## config.mk

```make
export PLATFORM = sky130hd
export DESIGN_NAME = joystick_poller
export DESIGN_NICKNAME = d
export VERILOG_FILES = /design/src/rtl/joystick_poller.sv
export SDC_FILE = /design/constraint.sdc
export NUM_CORES = 1
export LEC_CHECK = 0
export CORE_MARGIN = 10
export CORE_UTILIZATION = 60
export CTS_CLUSTER_DIAMETER = 50
export CTS_CLUSTER_SIZE = 10
export DETAILED_ROUTE_END_ITERATION = 8
export PLACE_DENSITY = 0.95
export SKIP_CTS_REPAIR_TIMING = 1
export SYNTH_ARGS = -nofsm -noshare
export SYNTH_HDL_FRONTEND = slang
export SYNTH_SLANG_ARGS = --single-unit
```

## constraint.sdc

```tcl
create_clock -name clk50M -period 6.18 [get_ports clk50M]
set_input_delay 1.545 -clock clk50M [delete_from_list [all_inputs] [get_ports clk50M]]
set_output_delay 1.545 -clock clk50M [all_outputs]
set_load 0.01 [all_outputs]
```

## src/rtl/joystick_poller.sv

```systemverilog
// joystick_poller: SPI mode-0 poller reading N_JOY PmodJSTK joysticks each poll period
// Ports: clk50M/rst_n (async, active-low) clock and reset; enable gates new poll rounds;
//   leds {LD2,LD1} per channel; sck/mosi/miso/cs_n shared SPI bus with per-channel select;
//   x/y (10b) and btn (3b) per channel, valid per-channel update pulse;
//   busy while a round runs; overrun pulses when a poll tick lands during a round.
module joystick_poller #(
  parameter int N_JOY       = 2,
  parameter int CLK_DIV     = 50,
  parameter int BYTE_GAP    = 750,
  parameter int POLL_PERIOD = 500000
) (
  input  logic                  clk50M,
  input  logic                  rst_n,
  input  logic                  enable,
  input  logic [2*N_JOY-1:0]    leds,
  output logic                  sck,
  output logic                  mosi,
  input  logic                  miso,
  output logic [N_JOY-1:0]      cs_n,
  output logic [10*N_JOY-1:0]   x,
  output logic [10*N_JOY-1:0]   y,
  output logic [3*N_JOY-1:0]    btn,
  output logic [N_JOY-1:0]      valid,
  output logic                  busy,
  output logic                  overrun
);
  localparam int CNT_MAX = CLK_DIV > BYTE_GAP ? CLK_DIV : BYTE_GAP;
  localparam int CW = $clog2(CNT_MAX + 1);
  localparam int PW = $clog2(POLL_PERIOD + 1);
  localparam int KW = N_JOY > 1 ? $clog2(N_JOY) : 1;
  localparam logic [CW-1:0] DIV_M1 = CW'(CLK_DIV - 1);
  localparam logic [CW-1:0] GAP_M1 = CW'(BYTE_GAP - 1);
  localparam logic [PW-1:0] POLL_M1 = PW'(POLL_PERIOD - 1);
  localparam logic [KW-1:0] LAST = KW'(N_JOY - 1);
  typedef enum logic [2:0] {IDLE, SETUP, SHIFT, GAP, HOLD, DONE, CGAP} state_t;
  state_t state;
  logic [PW-1:0] poll_cnt;
  logic [CW-1:0] cnt;
  logic [2:0] bit_idx, byte_idx;
  logic [KW-1:0] ch, nxt_ch;
  logic [6:0] tx_sr;
  logic [7:0] rx_sr;
  logic [9:0] sx, sy;
  logic [2:0] sb;
  logic tick, start;
  assign tick = poll_cnt == POLL_M1;
  assign nxt_ch = state == IDLE ? '0 : ch + 1'b1;
  // a transaction begins either from a poll tick or after the inter-channel gap
  assign start = state == IDLE ? tick && enable : state == CGAP && cnt == GAP_M1;
  always_ff @(posedge clk50M or negedge rst_n) begin
    if (!rst_n) poll_cnt <= '0;
    else poll_cnt <= tick ? '0 : poll_cnt + 1'b1;
  end
  always_ff @(posedge clk50M or negedge rst_n) begin
    if (!rst_n) begin
      state    <= IDLE;
      cnt      <= '0;
      bit_idx  <= '0;
      byte_idx <= '0;
      ch       <= '0;
      tx_sr    <= '0;
      rx_sr    <= '0;
      sx       <= '0;
      sy       <= '0;
      sb       <= '0;
      sck      <= 1'b0;
      mosi     <= 1'b0;
      cs_n     <= '1;
      x        <= '0;
      y        <= '0;
      btn      <= '0;
      valid    <= '0;
      busy     <= 1'b0;
      overrun  <= 1'b0;
    end else begin
      overrun <= tick && busy;
      valid   <= '0;
      if (start) begin
        // byte0 = 1000_00,LD2,LD1: MSB goes straight to mosi, the rest waits in tx_sr
        state    <= SETUP;
        busy     <= 1'b1;
        ch       <= nxt_ch;
        cs_n     <= ~(N_JOY'(1) << nxt_ch);
        tx_sr    <= {5'b00000, leds[2*nxt_ch +: 2]};
        mosi     <= 1'b1;
        cnt      <= '0;
        bit_idx  <= '0;
        byte_idx <= '0;
      end else begin
        case (state)
          SETUP, GAP: begin
            cnt   <= cnt == GAP_M1 ? '0 : cnt + 1'b1;
            state <= cnt == GAP_M1 ? SHIFT : state;
          end
          SHIFT: begin
            if (cnt != DIV_M1) cnt <= cnt + 1'b1;
            else begin
              cnt <= '0;
              sck <= ~sck;
              if (!sck) rx_sr <= {rx_sr[6:0], miso};
              else if (bit_idx != 3'd7) begin
                bit_idx <= bit_idx + 1'b1;
                mosi    <= tx_sr[6];
                tx_sr   <= {tx_sr[5:0], 1'b0};
              end else begin
                bit_idx  <= '0;
                byte_idx <= byte_idx + 1'b1;
                mosi     <= 1'b0;
                tx_sr    <= '0;
                state    <= byte_idx == 3'd4 ? HOLD : GAP;
                case (byte_idx)
                  3'd0:    sx[7:0] <= rx_sr;
                  3'd1:    sx[9:8] <= rx_sr[1:0];
                  3'd2:    sy[7:0] <= rx_sr;
                  3'd3:    sy[9:8] <= rx_sr[1:0];
                  default: sb      <= rx_sr[2:0];
                endcase
              end
            end
          end
          HOLD: begin
            if (cnt != GAP_M1) cnt <= cnt + 1'b1;
            else begin
              // publish all fields together in the cycle cs_n returns high
              cnt               <= '0;
              state             <= DONE;
              cs_n              <= '1;
              valid[ch]         <= 1'b1;
              x[10*ch +: 10]    <= sx;
              y[10*ch +: 10]    <= sy;
              btn[3*ch +: 3]    <= sb;
            end
          end
          DONE: begin
            state <= ch == LAST ? IDLE : CGAP;
            busy  <= ch != LAST;
            cnt   <= '0;
          end
          default: cnt <= state == CGAP ? cnt + 1'b1 : '0;
        endcase
      end
    end
  end
endmodule

```

== Yosys cells after proc, flatten, opt, wreduce, memory -nomap -nowiden ==
Cells that the tools add are included.

* Register bits: 131
* Input port bits: 8
* Output and inout bits: 54
* Logic and storage cells: 147

* $add $sub $neg: 7
* Multipliers: 2
* Order comparisons: 2
* Equality and inequality tests: 23
* Shift operators: 7
* Multiplexer cells: 51
* Bitwise operators: 8
* Reductions and logical operators: 25

{| class="wikitable"
|+ Operator list
! kind !! count
|-
| $shiftx 10x34->20 || 2
|-
| $mux 3 || 18
|-
| $mux 10 || 5
|-
| $bwmux 20 || 2
|-
| $pmux 10 s4 || 1
|-
| $reduce_and 6->1 || 6
|-
| $mux 7 || 5
|-
| $neg 3->34 || 1
|-
| $neg 5->34 || 1
|-
| $shift 10x34->20 const A || 1
|-
| $shift 3x34->6 const A || 1
|-
| $shiftx 3x34->6 || 1
|-
| $add 19x1->19 const B || 1
|-
| $eq 19x19->1 const B || 1
|-
| $mux 19 || 1
|-
| $ne 3x3->1 const B || 6
|-
| $eq 3x2->1 const B || 4
|-
| $eq 3x3->1 const B || 4
|-
| $mux 2 || 6
|-
| $pmux 3 s4 || 1
|-
| $add 10x1->10 const B || 1
|-
| $eq 10x10->1 const B || 1
|-
| $mux 1 || 10
|-
| $ne 10x10->1 const B || 1
|-
| other kinds (24) || 44
|}

== Longest topological paths before layout ==
Gate-level depths: netlist of run 1.

* Depth after elaboration: 7
* Gate-level depth with buffers: 9

== Least setup slack after synthesis of run 1 ==
No wires, ideal clock.

* Kind: input to register
* From: input port enable
* To: register tx_sr[1]
* Library setup time: 0.124 ns
* Data arrival time: 2.310 ns
* Data required time: 6.056 ns
* Slack: 3.746 ns
* Cell stages on the path: 5
* Cell sequence: nor2b_1 > nand2_1 > o32a_4 > a211oi_2 > a21oi_1

* Cells in the longest elaborated chain, start to end: 4

{| class="wikitable"
|+ Ends and longest elaborated chain
! what !! line !! text
|-
| start: declaration || 14 || <nowiki>input logic enable,</nowiki>
|-
| $logic_and 1x1->1 * || 49 || <nowiki>assign start = state == IDLE ? tick && enable : state == CGAP && cnt == GAP_M1;</nowiki>
|-
| $mux 1 * || 49 ||
|-
| $ne 2x2->1 (no source line) or $reduce_bool 2->1 (tied branches) || - ||
|-
| $reduce_and 3->1 (no source line) || - ||
|-
| end signal: assignment || 84 || <nowiki>tx_sr <= {5'b00000, leds[2*nxt_ch +: 2]};</nowiki>
|-
| end signal: assignment || 104 || <nowiki>tx_sr <= {tx_sr[5:0], 1'b0};</nowiki>
|-
| end: declaration || 41 || <nowiki>logic [6:0] tx_sr;</nowiki>
|}

Every way passes the cells marked *; elsewhere a longest branch is shown, timed or not.
A chain may end at the register's enable or synchronous reset.

== Worst setup path after layout of run 1 ==
* From: register cs_n[1]
* To: output port cs_n[1]

{| class="wikitable"
|+ RTL lines
! what !! line !! text
|-
| start: declaration || 19 || <nowiki>output logic [N_JOY-1:0] cs_n,</nowiki>
|-
| start signal: assignment || 83 || <nowiki>cs_n <= ~(N_JOY'(1) << nxt_ch);</nowiki>
|}

No word-level cell between the ends.

==> flow_summary.ini, run 1 <==
[floorplanning]
die_y_um = 118
die_w_um = 118
dieArea_um2 = 13800
row_count = 35
core_area_um2 = 9240
io_pins = 62
start_util_pct = 61.8

[global_routing]
grt_pass1_vias = 4256
antenna_found_initial = 0
grt.total_usage_pct = 19.6
grt_pass1_wl_um = 22200
grt_max_degree = 72
grt-ovfl-total = 0

[yosys]
synth.top_cell.area_share_pct = 56.5
synthSimpleGateAreaFrac_pct = 13.6
syn_area_um2 = 5710
avgSynthCellArea_um2 = 12.6
synth_edf_count = 0
synth_cell_types = 56
synth_area_leaders = dfrtp_1 (57%), mux2_2 (15%), ha_1 (2.2%)
async_flop_share_pct = 100
ys_seq_area_share_pct = 57.4
yosys_warnings = 0
postSynthNetCount = 472
synth_top_family_by_area = multiplexers
synth_xor_area_share_pct = 3.53
synth_fa_ha_area_share_pct = 2.19
ys.flop_type = dfrtp_1
netlist_instances = 454
synth_largest_area_cell = dfrtp_1
synthMuxAreaShare_pct = 15.9
synth_compound_area_share_pct = 5.19
synth-seq-cells = 131

[timing]
final.min_clock_period_ns = 3.17
rsz0062_at_grt = no
hold_violations = 0
relSlewSlack_pct = 27.7
setup-tns-final_ns = 0
max_freq_mhz = 316
clock_skew_ns = 0.00737
finalCritPeriodShare_pct = 51.2
timing.final.ws_setup_ns = 3.01
setup_viol = 0
drv_slew = 0
worst_pin_slew_ns = 1.08

[critical_path]
path_cells = clkdlybuf4s50_1
cp-end-kind = primary output
slowest_stage = dfstp_2
path_buf_inv = 1
crit_arrival_ns = 1.62
cp_max_fo = 2
required_ns = 4.64
worst_setup_path_start_kind = register
worstSetupPathType = reg -> out
max_stage_delay_ns = 0.55
rrSetupSlack_ns = 3.24
crit_family = flip-flops

[flow_run]
cap_violations = 0

[route]
routedWlPerCell_um = 20.2
ant_nets = 0
drt_iter0_markers = 477
drt-pass1-iter-count = 5
vias = 3949
drt_wl_total_um = 13400
drcViolationCount = 0
viasPerCell = 5.97

[clocking]
cts.sinks = 131
htreeDepth = 4
cts_root_buf = clkbuf_8
cts_tree = done
cts-buffers-inserted = 17
path_clk_slew_ns = 0.06
clockBufferDepth = 2
insertion_delay_ns = 0.53

[cells_and_area]
nets = 538
diodes = 0
final_cell_mix = dfrtp_1 (129), mux2_2 (78), clkdlybuf4s50_1 (60), nor2_1 (31), nand2_1 (27)
syn2layout_area_growth_pct = 22.8
final_common_cell = dfrtp_1
fin_area_um2 = 7010
drive_gt1_share_pct = 23.6
final_cells = 662

[placement]
placed_area_um2 = 6420
pre_cts_slack_ns = 2.89
gp_routability_congestion = 0.850
portBuffers = 61
place_inst = 630
dp.final_hpwl_um = 8430

[worst_hold_path]
min-delay-path-class = reg -> reg

[power_and_ir_drop]
power.leakage_uw = 0.00319
ir_drop_mv = 0.154
powerDensity_nw_per_um2 = 270

[run_status]
status = complete, no violations
cells by family after synthesis:
| group | count (synthesis) |
|---|---|
| xor gates and xnor gates | 23 |
| muxes | 81 |
| adders and majority gates | 10 |
| AOI/OAI and AO/OA | 45 |
| buffers and inverters | 25 |
| and+or+nand+nor | 139 |
| DFF | 131 |
through the flow:
stage | power, uW | utilization [%] | hold WS [ns]
6_report | 1900 | 75.9 | 0.488
5_1_grt | 1950 | 75.9 | 0.511
4_1_cts | 1900 | 75.9 | 0.487
3_5_place_dp | 898 | 69.5 | 0.479
3_3_place_gp | 897 | 69.5 | 0.472
2_1_floorplan | 877 | - | 0.447
cell usage after synthesis (2+ instances only):
cell and n:
a31oi_1 3, inv_1 9, nor2b_1 5, nand2_1 27, clkbuf_1 7, nor4_1 2, nor3_1 8, nand4_1 8
and3_1 5, dfrtp_1 129, mux2i_1 3, nand3b_1 9, dfstp_2 2, mux2_2 78, o21ai_0 5, o211ai_1 2
buf_2 6, and2_1 2, a21oi_1 19, o21a_1 2, xnor2_1 12, xor2_1 11, or3_1 6, nor3b_4 2
o21ai_1 3, buf_6 2, nand3_1 18, nor2_1 31, ha_1 10, o2bb2ai_1 2
state kept, by name, indices dropped and copies added, names as in the netlist, 6 cells and up:
register  flops
x            20
y            20
poll_cnt     19
cnt          10
sx           10
sy           10
rx_sr         8
tx_sr         7
btn           6
final timing paths:
kind                                    end        start  depth (start not counted)
worst max-delay path                cs_n[1]      cs_n[1]                          1
worst min-delay path            poll_cnt[0]  poll_cnt[0]                          1
worst max register to register        x[15]       cnt[1]                          6
worst min register to register  poll_cnt[0]  poll_cnt[0]                          1
max in group asynchronous       poll_cnt[5]        rst_n                          2
min in group asynchronous              y[6]        rst_n                          1
cell type report:
class / instances / area (um^2)
repair buffers: 63 / 623
clock inverters: 14 / 178
fillers: 502 / 2230
multi-input cells: 298 / 2320
clock buffers: 18 / 418
well taps: 129 / 161
inverters: 9 / 33.8
flip-flops and latches: 131 / 3280
power breakdown:
part | leakage, uW | internal, uW | total, uW | switching, uW
clock network | 0.000279 | 620 | 1010 | 395
logic | 0.00113 | 5.24 | 22.9 | 17.6
registers | 0.00178 | 859 | 859 | 0.386
per-layer routing:
layer / vias up / global-route usage [%] / wire, um
met3: 30 / 5.32 / 771
met4: 0 / 8.50 / 295
li1: 1753 / - / -
met2: 175 / 33.8 / 6970
met1: 1991 / 22.4 / 5330
met5: - / 0 / 0
Note: power is estimated with default switching activity, not from simulation.
==> run 2, diff against run 1 <==
CORE_UTILIZATION = 56   (was 60)
PLACE_DENSITY = 0.9   (was 0.95)
clock period = 3.3 ns   (was 6.18 ns; I/O delays follow)
==> run 2 against run 1 <==
Via count down 1.0%; die area grew 5.9%; combinational power rose by 99%; clock skew rose by 0.0046 ns; largest cell class unchanged; register-to-register slack worse by 2.7 ns; critical endpoint is now sy[3]; worst setup slack worse by 2.4 ns; clock power increased by 96%.
==> flow_summary.ini, run 2 (synthesized netlist as in run 1, its figures left out) <==
[clocking]
cts.sinks = 131
path_clk_slew_ns = 0.06
clockBufferDepth = 2
cts-buffers-inserted = 17
cts_tree = done
insertion_delay_ns = 0.53
htreeDepth = 4
cts_root_buf = clkbuf_8

[timing]
drv_slew = 0
max_freq_mhz = 367
rsz0062_at_grt = no
hold_violations = 0
timing.final.ws_setup_ns = 0.576
relSlewSlack_pct = 53.0
setup-tns-final_ns = 0
final.min_clock_period_ns = 2.72
worst_pin_slew_ns = 0.701
clock_skew_ns = 0.0119
finalCritPeriodShare_pct = 82.5
setup_viol = 0

[power_and_ir_drop]
ir_drop_mv = 0.289
power.leakage_uw = 0.00324
powerDensity_nw_per_um2 = 512
clockPowerShare_pct = 54.4
seq_power_share_pct = 44.3
p_sw_uw = 755
p_int_uw = 2880
swShare_pct = 20.8
power_frac_comb_pct = 1.3

[run_status]
status = complete, no violations

[worst_hold_path]
min-delay-path-class = in -> async

[cells_and_area]
reg.largest.list = x: 20 flops, y: 20 flops, poll_cnt: 19 flops
drive_gt1_share_pct = 24.4
fillers = 583
syn2layout_area_growth_pct = 24.2
diodes = 0
final_common_cell = dfrtp_1
final_cell_mix = dfrtp_1 (129), mux2_2 (78), clkdlybuf4s50_1 (60), nor2_1 (31), nand2_1 (27)
nets = 542

[placement]
gp_routability_congestion = 0.901
portBuffers = 61
pre_cts_slack_ns = 0.707
dp.final_hpwl_um = 8370

[critical_path]
cp_max_fo = 8
crit_arrival_ns = 3.13
rr_worst_depth = 7
slowest_stage = nor3b_4
cp-end-kind = register
path_cells = inv_1 -> ha_1 -> nor2b_1 -> and4_1 -> nand2_1 -> nor3b_4 -> mux2_2
max_stage_delay_ns = 0.52
required_ns = 3.71
worst_setup_path_start_kind = register
worstSetupPathType = reg -> reg

[flow_run]
cap_violations = 0

[route]
vias = 3909
ant_nets = 0
drcViolationCount = 0
drt_iter0_markers = 435
routedWlPerCell_um = 18.9
drt-pass1-iter-count = 5
viasPerCell = 5.83
drt_wl_total_um = 12700

[global_routing]
grt-ovfl-total = 0
grt_pass1_vias = 4069
grt_max_degree = 85
grt.total_usage_pct = 18.4
antenna_found_initial = 0
grt_pass1_wl_um = 21400

[floorplanning]
die_y_um = 121
dieArea_um2 = 14600
start_util_pct = 57.9
row_count = 36
core_area_um2 = 9860
die_w_um = 121
io_pins = 62
run 2: through the flow:
step	total power (uW)	std cells	cell area, um^2	util [%]	hold WS, ns
after global placement	1680	638	6470	65.6	0.464
after CTS	3650	670	7100	71.9	0.166
final	3630	670	7100	71.9	0.178
after floorplan	1640	454	5710	-	0.447
after detailed placement	1690	638	6470	65.6	0.472
after global routing	3730	670	7100	71.9	0.174
run 2: routing by layer:
| metal | vias up | track usage, % | routed length [um] |
|---|---|---|---|
| met4 | 0 | 8.37 | 244 |
| li1 | 1760 | - | - |
| met1 | 1946 | 21.3 | 5040 |
| met3 | 27 | 6.19 | 1020 |
| met5 | - | 0 | 0 |
| met2 | 176 | 30.1 | 6380 |
run 2: worst max-delay path: cells and delay by family (launching register included):
family / cells / cell delay [ns]
adders and majority gates: 1 / 0.13
buffers and inverters: 1 / 0.06
DFF: 1 / 0.40
muxes: 1 / 0.40
and+or+nand+nor: 4 / 1.61
run 2: power groups by stage:
stage / Sequential, uW / Combinational, uW / Clock, uW
2_1_floorplan: 1640 / 3.79 / 0
3_3_place_gp: 1640 / 46.6 / 0
3_5_place_dp: 1640 / 47.7 / 0
4_1_cts: 1610 / 48.0 / 2000
5_1_grt: 1610 / 53.0 / 2070
6_report: 1610 / 45.5 / 1980
run 2: final timing paths:
path | start | to | slack, ns
min reg2reg | poll_cnt[0] | poll_cnt[0] | 0.49
min | rst_n | y[4] | 0.18
max reg2reg | cnt[1] | sy[3] | 0.58
max in group asynchronous | rst_n | cs_n[1] | 2.38
max | cnt[1] | sy[3] | 0.58
min in group clk50M | poll_cnt[0] | poll_cnt[0] | 0.49
run 2: final cells by class:
type,instances,area [um^2],area share (%)
clock buffers,18,428,6.03
clock inverters,14,201,2.84
inverters,9,33.8,0.476
multi-input cells,298,2320,32.7
flip-flops and latches,131,3280,46.2
well taps,133,166,2.35
repair buffers,67,666,9.38
